## config.mk

```make
export PLATFORM = sky130hd
export DESIGN_NAME = dpwm
export DESIGN_NICKNAME = d
export VERILOG_FILES = /design/src/rtl/dpwm_pkg.sv /design/src/rtl/dpwm_counter.sv /design/src/rtl/dpwm.sv
export SDC_FILE = /design/constraint.sdc
export NUM_CORES = 1
export LEC_CHECK = 0
export ABC_AREA = 1
export BUFFER_PORTS_ARGS = -buffer_cell sky130_fd_sc_hd__buf_2
export CELL_PAD_IN_SITES_DETAIL_PLACEMENT = 1
export CELL_PAD_IN_SITES_GLOBAL_PLACEMENT = 2
export CORE_AREA = 2 2 43 45
export DETAILED_ROUTE_END_ITERATION = 8
export DIE_AREA = 0 0 45 47
export GPL_TIMING_DRIVEN = 1
export PLACE_DENSITY_LB_ADDON = 0.25
export SYNTH_ARGS = -nofsm -noshare
export SYNTH_HDL_FRONTEND = slang
export SYNTH_SLANG_ARGS = --single-unit
```

## constraint.sdc

```tcl
create_clock -name f_in -period 0.9 [get_ports f_in]
set_input_delay 0.135 -clock f_in [delete_from_list [all_inputs] [get_ports f_in]]
set_output_delay 0.135 -clock f_in [all_outputs]
set_load 0.02 [all_outputs]
```

## src/rtl/dpwm_pkg.sv

```systemverilog
// Shared constants for the digital PWM block.
// Holds the default counter width and the derived period length.
package dpwm_pkg;

    localparam int DPWM_WIDTH  = 4;
    localparam int DPWM_PERIOD = 2 ** DPWM_WIDTH;

endpackage

```

## src/rtl/dpwm_counter.sv

```systemverilog
// Free-running WIDTH-bit period counter with terminal-count strobe.
// Ports: clk_i clock, rst_ni sync active-low reset,
//        cnt_o current count, tc_o high while cnt_o is all ones.
module dpwm_counter
    import dpwm_pkg::*;
#(
    parameter int WIDTH = DPWM_WIDTH
) (
    input  logic             clk_i,
    input  logic             rst_ni,
    output logic [WIDTH-1:0] cnt_o,
    output logic             tc_o
);

    logic [WIDTH-1:0] cnt_q;
    logic [WIDTH-1:0] cnt_d;

    // Natural binary overflow provides the wrap to zero.
    assign cnt_d = cnt_q + WIDTH'(1);

    always_ff @(posedge clk_i) begin
        if (!rst_ni) begin
            cnt_q <= '0;
        end else begin
            cnt_q <= cnt_d;
        end
    end

    assign cnt_o = cnt_q;
    assign tc_o  = (cnt_q == {WIDTH{1'b1}});

endmodule

```

## src/rtl/dpwm.sv

```systemverilog
// Digital PWM: period 2**WIDTH cycles, high time set by a shadowed duty reference.
// Ports: f_in clock, rst_n sync active-low reset,
//        Ref duty reference (high cycles per period), Signal_o registered PWM output.
module dpwm
    import dpwm_pkg::*;
#(
    parameter int WIDTH = DPWM_WIDTH
) (
    input  logic             f_in,
    input  logic             rst_n,
    input  logic [WIDTH-1:0] Ref,
    output logic             Signal_o
);

    logic [WIDTH-1:0] cnt;
    logic             tc;

    logic [WIDTH-1:0] ref_q;
    logic [WIDTH-1:0] ref_d;
    logic             sig_q;
    logic             sig_d;

    dpwm_counter #(
        .WIDTH (WIDTH)
    ) u_cnt (
        .clk_i  (f_in),
        .rst_ni (rst_n),
        .cnt_o  (cnt),
        .tc_o   (tc)
    );

    // Shadow load on the last count so a new duty only takes effect
    // at a period boundary and can never truncate a running pulse.
    assign ref_d = tc ? Ref : ref_q;

    // Count 2**WIDTH-1 is never below any reference, so the output is
    // always low for at least one cycle per period.
    assign sig_d = (cnt < ref_q);

    always_ff @(posedge f_in) begin
        if (!rst_n) begin
            ref_q <= '0;
            sig_q <= 1'b0;
        end else begin
            ref_q <= ref_d;
            sig_q <= sig_d;
        end
    end

    assign Signal_o = sig_q;

endmodule

```

==> results of run 1 <==
[stage by stage]
stage	area, µm²	hold WS (ns)
2_1_floorplan	402	0.233
3_3_place_gp	475	0.387
3_5_place_dp	475	0.383
4_1_cts	539	0.105
5_1_grt	563	0.0920
6_report	563	0.106
[placed cells by master, fill, tap and decap left out]
cell / n
xnor2_1: 1
dfxtp_1: 3
nand2_2: 2
dfxtp_4: 3
ha_4: 2
dfxtp_2: 3
nand3_4: 1
inv_4: 1
buf_4: 3
buf_2: 6
inv_2: 1
ha_1: 2
a21oi_2: 3
a21oi_1: 3
clkbuf_1: 1
inv_1: 8
nand3_1: 1
nand2_1: 14
nor2_1: 4
clkbuf_4: 3
[worst paths after layout]
check	startpoint	end	cells past startpoint
setup / recovery	u_cnt.cnt_o[3]	Signal_o	4
hold / removal	Ref[1]	ref_q[1]	3
setup reg to reg	u_cnt.cnt_o[3]	Signal_o	4
hold reg to reg	ref_q[1]	ref_q[1]	2
[cells by family (layout without fill, tap and decap cells)]
logic type / Yosys count / count (layout) / synth area share (%)
AND/OR/NAND/NOR: 22 / 22 / 22.7
buffers and inverters: 10 / 23 / 9.46
flip-flops: 9 / 9 / 45.4
AO/OA/AOI/OAI: 6 / 6 / 7.57
adder cells (fa/ha/maj): 4 / 4 / 12.6
XOR/XNOR: 1 / 1 / 2.21
[power breakdown]
part / leakage, nW / internal (mW) / switching, mW / total, mW
sequential: 0.0767 / 0.412 / 0.0153 / 0.427
clock: 0.0150 / 0.171 / 0.142 / 0.313
combinational: 0.150 / 0.0451 / 0.0451 / 0.0902
total: 0.241 / 0.628 / 0.202 / 0.831
[metal layers]
layer  track usage, %  part of all wire (%)  vias to the layer above
met5                0                     0                        -
li1                 -                     -                      185
met1             12.3                    45                      161
met3             5.77                   6.0                        2
met4             7.06                   1.9                        0
met2             14.3                    47                        6
[sequential cells by signal, summed over array words and instances (netlist names)]
register,cells
u_cnt.cnt_o,4
ref_q,4
Signal_o,1
[critical path: stages (launching register included)]
cell and delay, ns:
dfxtp_4 0.36, ha_4 0.24, a21oi_2 0.11, nand2_1 0.05, a21oi_1 0.10
[final cells by class]
class	instances	area, µm²	area share, %
Clock buffer	4	26.3	4.67
Inverter	10	40.0	7.11
Multi-Input combinational cell	33	228	40.4
Tap cell	17	21.3	3.78
Timing Repair Buffer	9	52.6	9.33
Sequential cell	9	195	34.7
[what timing repair did]
| action | CTS | global route |
|---|---|---|
| endpoints found under the setup margin | 5 | 6 |
| hold endpoints to repair | 0 | 0 |
| pin swaps | 2 | 5 |
| gates resized for setup | 8 | 9 |
==> impl_metrics.toml, run 1 <==
[synthesis]
ys_async_sr_fraction_pct = 0
yosysMostFrequentCell = "nand2_1"
synth_area_leaders = "dfxtp_1 45%, nand2_1 15%, ha_1 13%"
ys.flop_type = "dfxtp_1"
yosys-top-cells-count = "16 x nand2_1, 9 x dfxtp_1, 9 x inv_1"
ys_seq_area_share_pct = 45.4
yosys.area.top_type_share_pct = 45.4
ys_types = 10
yosys.area.top_type = "dfxtp_1"
synth-seq-cells = 9
synth_edf_count = 0
synth.cell_area_um2 = 397
synthesis.nets = 62
synth_area_per_cell_um2 = 7.63
netlist_instances = 52
yosys_warnings = 0

[finish]
fin_util_pct = 34.1
nNetsFinal = 76
nFillCells = 207
final_cells = 82
n_antenna_cell = 0
drive_above_1_share_pct = 43.1
area_delta_synth_final_pct = 42.0

[detailed_routing]
viasPerCell = 4.32
drc = 0
wl_per_cell_um = 9.55
vias = 354
drtIter0Drc = 0
drtAntennaViolNets = 0
wl_um = 783
first_pass_iters = 1

[floorplan]
dieWidth_um = 45
initial_core_util_pct = 24.0
chipHeight_um = 47
rows = 15
core_area_um2 = 1650
ios = 7
die_area_um2 = 2120

[sta]
maxSlewViolCount = 0
min_period_over_period_pct = 103
finalWorstSetupSlack_ns = -0.0303
tightestPinTransition_ns = 0.234
setup_violations = 5
grt_setup_unrepaired = "yes"
fmax_mhz = 1070
min_period_ns = 0.930
max_slew_margin_pct = 84.4
final_hold_viol_count = 0
setup_tns_ns = -0.0702
fin_skew_ns = 0.00200

[run_status]
status = "finished, violations left"
violations = "setup timing"

[placed_design]
dpl_worst_slack_ns = -0.147
io_buffers = 6
hpwl_um = 626
gp_congestion = 0.690
dp.cells = 78

[global_route]
grt_max_degree = 7
grt_util_all_layers_pct = 10.4
grt_pass1_wl_mm = 1.43
antenna_found_initial = 0
grt_pass1_vias = 330
overflow = 0

[clock_network]
clockBufferDepth = 2
postCtsSetupBuffers = 0
cts.clk_slew.worst_paths_ns = 0.06
htreeDepth = 1
ctsHoldBuffers = 0
cts_tree = "done"
clock-sinks = 9
insertion_delay_ns = 0.26
ctsRootBufferMaster = "clkbuf_4"
cts_buffers = 3

[run]
drv_cap = 0

[worst_setup_path]
path_max_fanout = 3
crit_type = "reg2reg"
reg2reg_slack_ns = -0.03
worst_setup_path_end_kind = "register"
required_ns = 1.10
critical_path.startpoint_type = "register"
cp.arrival_ns = 1.13

[power]
powerDensity_nw_per_um2 = 1480
fin_total_pwr_mw = 0.831
p_leak_nw = 0.241
ir_worst_vdd_mv = 0.622

[hold_path]
hp-class = "in2reg"
(Power assumes the default switching activity.)
==> inputs of run 2 (changes only) <==
--- a/config.mk
+++ b/config.mk
@@ -5,7 +5,6 @@
 export SDC_FILE = /design/constraint.sdc
 export NUM_CORES = 1
 export LEC_CHECK = 0
-export ABC_AREA = 1
 export BUFFER_PORTS_ARGS = -buffer_cell sky130_fd_sc_hd__buf_2
 export CELL_PAD_IN_SITES_DETAIL_PLACEMENT = 1
 export CELL_PAD_IN_SITES_GLOBAL_PLACEMENT = 2
==> impl_metrics.toml, run 2 <==
[clock_network]
htreeDepth = 1
cts_buffers = 3
insertion_delay_ns = 0.27
clockBufferDepth = 2
ctsRootBufferMaster = "clkbuf_4"
cts.clk_slew.worst_paths_ns = 0.07
cts_tree = "done"
clock-sinks = 9

[floorplan]
die_area_um2 = 2120
rows = 15
chipHeight_um = 47
dieWidth_um = 45
ios = 7
initial_core_util_pct = 24.2
core_area_um2 = 1650

[sta]
maxSlewViolCount = 0
hold_ws_ns = 0.0877
finalWorstSetupSlack_ns = -0.165
max_slew_margin_pct = 86.8
grt_setup_unrepaired = "yes"
fmax_mhz = 939
setup_violations = 7
min_period_over_period_pct = 118
final_hold_viol_count = 0
min_period_ns = 1.06
tightestPinTransition_ns = 0.197
fin_skew_ns = 0.00660

[synthesis]
synth_mux_area_share_pct = 0
synth.cell_area_um2 = 400
synth_xor_area_share_pct = 4.38
synth_area_leaders = "dfxtp_1 45%, ha_1 13%, nand3_1 6.3%"
yosys.area.top_type_share_pct = 45.0
synth_top_family_by_area = "simple AND/OR/NAND/NOR gates"
yosys-top-cells-count = "9 x dfxtp_1, 5 x nand3_1"
ys_types = 18
synthSimpleGateAreaFrac_pct = 23.1
synth-compound-area-share_pct = 9.38
ys_async_sr_fraction_pct = 0
yosys.area.top_type = "dfxtp_1"
synth_edf_count = 0
netlist_instances = 44
yosysMostFrequentCell = "dfxtp_1"
synthAdderAreaFrac_pct = 12.5
synth_area_per_cell_um2 = 9.10
ys_seq_area_share_pct = 45.0
yosys_warnings = 0
synth-seq-cells = 9
synthesis.nets = 54
ys.flop_type = "dfxtp_1"

[detailed_routing]
first_pass_iters = 1
drc = 0
wl_um = 868
drtAntennaViolNets = 0
wl_per_cell_um = 11.4
vias = 338
viasPerCell = 4.45
drtIter0Drc = 0

[finish]
drive_above_1_share_pct = 49.2
final_cell_mix = "6 x buf_2, 5 x dfxtp_2"
n_antenna_cell = 0
layout_commonest_cell = "buf_2"
nFillCells = 204
finalInstanceArea_um2 = 586
nNetsFinal = 70
final_cells = 76
area_delta_synth_final_pct = 46.3

[hold_path]
hp-class = "in2reg"
min_path_cells = 3
min_from = "Ref[2]"

[worst_setup_path]
worst_r2r_path_depth = 4
critical_path.startpoint_type = "register"
critPathCapture = "Signal_o"
cp.arrival_ns = 1.27
required_ns = 1.11
crit-reg2reg-capture = "Signal_o"
crit_type = "reg2reg"
crit_buf_inv = 0
slowest_stage = "dfxtp_4"
worst_setup_path_end_kind = "register"
cp.depth = 4
critPathLaunch = "u_cnt.cnt_o[2]"
crit_family = "flip-flops"
worst_path_largest_cell_delay_ns = 0.36
path_max_fanout = 2
reg2reg_slack_ns = -0.16
r2r_start = "u_cnt.cnt_o[2]"
cp_cell_sequence = "ha_4, or2_0, a21oi_1, a21o_1"

[global_route]
overflow = 0
grt_util_all_layers_pct = 9.66
grt.busiest_layer = "met2"
use_met1_pct = 11.3
antenna_found_initial = 0
met2_usage_pct = 15.4
grt_pass1_wl_mm = 1.42
grt_use_met3_pct = 2.31
grt_pass1_vias = 335
grt_max_degree = 9

[placed_design]
hpwl_um = 609
dp.cells = 71
gp_congestion = 0.603
io_buffers = 6
dpl_cell_area_um2 = 485

[run_status]
status = "finished, violations left"
violations = "setup timing"

[run]
drv_cap = 0

[power]
ir_worst_vdd_mv = 0.520
powerDensity_nw_per_um2 = 1490
fin_total_pwr_mw = 0.872
p_leak_nw = 0.237
==> run 2: repair_timing <==
item / in CTS / in global routing
endpoints found under the setup margin: 7 / 7
hold buffers: 0 / 0
gates resized for setup: 11 / 5
pin swaps: 6 / 1
buffers inserted: 0 / 1
==> run 2: worst min-delay path by stage <==
stage	end	slack, ns
2_1_floorplan	ref_q[0]	0.27
3_3_place_gp	ref_q[3]	0.38
3_5_place_dp	ref_q[1]	0.38
4_1_cts	ref_q[2]	0.09
5_1_grt	ref_q[2]	0.11
6_report	ref_q[2]	0.09
==> run 2: per-layer routing <==
| layer | up-vias | share of wire, % |
|---|---|---|
| li1 | 174 | - |
| met1 | 158 | 43 |
| met2 | 4 | 52 |
| met3 | 2 | 3.7 |
| met4 | 0 | 0.69 |
| met5 | - | 0 |
==> run 2: logic make-up after synthesis <==
| family | count (synthesis) |
|---|---|
| compound gates | 7 |
| xor+xnor | 2 |
| fa+ha+maj | 4 |
| buf+inv | 5 |
| flops | 9 |
| simple gates | 17 |
==> run 2: cell type report <==
type	instances	area (µm²)	area share, %
Multi-Input combinational cell	30	250	42.7
Sequential cell	9	190	32.5
Timing Repair Buffer	12	82.6	14.1
Clock buffer	4	26.3	4.49
Tap cell	17	21.3	3.63
Inverter	4	15.0	2.56
==> run 2: through the flow <==
step	setup WS (ns)	util, %	setup TNS (ns)
2_1_floorplan	-0.131	-	-0.236
3_3_place_gp	-0.161	29.4	-0.815
3_5_place_dp	-0.195	29.4	-0.854
4_1_cts	-0.145	34.0	-0.249
5_1_grt	-0.224	35.5	-0.927
6_report	-0.165	35.5	-0.565
==> run 2: where the power goes <==
part	total (mW)	internal, mW	switching (mW)
Sequential	0.430	0.415	0.0154
Combinational	0.109	0.0583	0.0504
Clock	0.333	0.171	0.162
Total	0.872	0.644	0.228
==> run 2: tightest hold or removal path, stage by stage <==
cell     delay, ns
buf_2         0.09
nand2_1       0.05
o21ai_1       0.05
==> inputs of run 3 (changes only) <==
--- a/config.mk
+++ b/config.mk
@@ -5,12 +5,12 @@
 export SDC_FILE = /design/constraint.sdc
 export NUM_CORES = 1
 export LEC_CHECK = 0
-export BUFFER_PORTS_ARGS = -buffer_cell sky130_fd_sc_hd__buf_2
 export CELL_PAD_IN_SITES_DETAIL_PLACEMENT = 1
 export CELL_PAD_IN_SITES_GLOBAL_PLACEMENT = 2
-export CORE_AREA = 2 2 43 45
+export CORE_AREA = 2 2 41 43
 export DETAILED_ROUTE_END_ITERATION = 8
-export DIE_AREA = 0 0 45 47
+export DIE_AREA = 0 0 43 45
+export DONT_BUFFER_PORTS = 1
 export GPL_TIMING_DRIVEN = 1
 export PLACE_DENSITY_LB_ADDON = 0.25
 export SYNTH_ARGS = -nofsm -noshare
==> impl_metrics.toml, run 3 (synthesis gave the netlist of run 2 again) <==
[clock_network]
clockBufferDepth = 2
cts_buffers = 3
insertion_delay_ns = 0.26
htreeDepth = 1
cts_tree = "done"
ctsRootBufferMaster = "clkbuf_4"
clock-sinks = 9
cts.clk_slew.worst_paths_ns = 0.06

[worst_setup_path]
critPathLaunch = "u_cnt.cnt_o[2]"
cp.arrival_ns = 1.30
crit_family = "flip-flops"
worst_path_largest_cell_delay_ns = 0.37
crit_buf_inv = 0
slowest_stage = "dfxtp_2"
required_ns = 1.11
worst_r2r_path_depth = 4
path_max_fanout = 2
crit_type = "reg2reg"
crit-reg2reg-capture = "Signal_o"
critical_path.startpoint_type = "register"
reg2reg_slack_ns = -0.18
r2r_start = "u_cnt.cnt_o[2]"
cp.depth = 4
cp_cell_sequence = "ha_4, or2_1, a21oi_2, a21o_1"
critPathCapture = "Signal_o"
worst_setup_path_end_kind = "register"

[global_route]
antenna_found_initial = 0
grt_util_all_layers_pct = 10.3
grt_pass1_vias = 344
grt_pass1_wl_mm = 1.39
grt_max_degree = 13
overflow = 0

[finish]
fin_util_pct = 38.3
nNetsFinal = 63
n_antenna_cell = 0
finalInstanceArea_um2 = 563
area_delta_synth_final_pct = 40.6
final_cells = 68
layout_commonest_cell = "dfxtp_1"
drive_above_1_share_pct = 44.2
final_cell_mix = "5 x dfxtp_1, 4 x nand2_1, 4 x nand3_2"

[floorplan]
initial_core_util_pct = 27.2
dieWidth_um = 43
die_area_um2 = 1940
core_area_um2 = 1470
rows = 14
chipHeight_um = 45
ios = 7

[sta]
hold_ws_ns = -0.00461
min_period_over_period_pct = 120
fmax_mhz = 923
final_hold_viol_count = 1
max_slew_margin_pct = 85.6
grt_setup_unrepaired = "yes"
fin_skew_ns = 0.000863
setup_violations = 5
finalWorstSetupSlack_ns = -0.184
min_period_ns = 1.08
maxSlewViolCount = 0
tightestPinTransition_ns = 0.214

[detailed_routing]
drtAntennaViolNets = 0
wl_um = 863
first_pass_iters = 3
wl_per_cell_um = 12.7
viasPerCell = 4.75
vias = 323
drc = 0
drtIter0Drc = 3

[placed_design]
hpwl_um = 597
io_buffers = 0
dpl_cell_area_um2 = 439
gp_congestion = 0.658
dp.cells = 62

[power]
p_leak_nw = 0.210
powerDensity_nw_per_um2 = 1490
ir_worst_vdd_mv = 0.676

[hold_path]
min_from = "Ref[2]"
hp-class = "in2reg"

[run_status]
status = "finished, violations left"
violations = "hold timing, setup timing"

[run]
drv_cap = 0
==> run 3: stage by stage <==
stage               power, mW  TNS [ns]  setup WS, ns
detailed placement      0.500    -0.934        -0.229
floorplan               0.484    -0.236        -0.131
global route            0.875    -0.557        -0.219
global placement        0.494    -0.633        -0.173
finish                  0.836    -0.246        -0.184
CTS                     0.836    -0.255        -0.212
==> run 3: report_power, final <==
part	total, mW	leakage [nW]	internal [mW]	switching, mW
clock	0.318	0.0150	0.171	0.147
combinational	0.0799	0.120	0.0469	0.0330
sequential	0.438	0.0750	0.417	0.0215
total	0.836	0.210	0.635	0.201
==> run 3: layout make-up <==
| type | instances | area, µm² |
|---|---|---|
| fillers | 181 | 908 |
| multi-input cells | 30 | 270 |
| flip-flops and latches | 9 | 188 |
| repair buffers | 5 | 43.8 |
| clock buffers | 4 | 26.3 |
| well taps | 16 | 20.0 |
| inverters | 4 | 15.0 |
==> run 3: routing by layer <==
metal,GRT usage [%],routed length (µm),up-vias
li1,-,-,165
met5,0,0,-
met2,19.4,457,6
met1,9.31,341,150
met3,3.20,40,2
met4,7.27,24,0
==> run 3: what timing repair did <==
item	in CTS	in global routing
hold buffers	1	0
pin swaps	5	7
gates resized for setup	9	9
endpoints found under the hold margin	2	0
buffers inserted	0	1
setup endpoints to repair	8	7
==> run 3: worst min path at each step <==
stage                      to  cells past startpoint  slack (ns)
6_report             ref_q[2]                      2      -0.005
5_1_grt              ref_q[2]                      2      0.0005
4_1_cts              ref_q[2]                      2       0.001
3_5_place_dp   u_cnt.cnt_o[3]                      1        0.26
3_3_place_gp   u_cnt.cnt_o[3]                      1        0.26
2_1_floorplan        ref_q[0]                      2        0.27
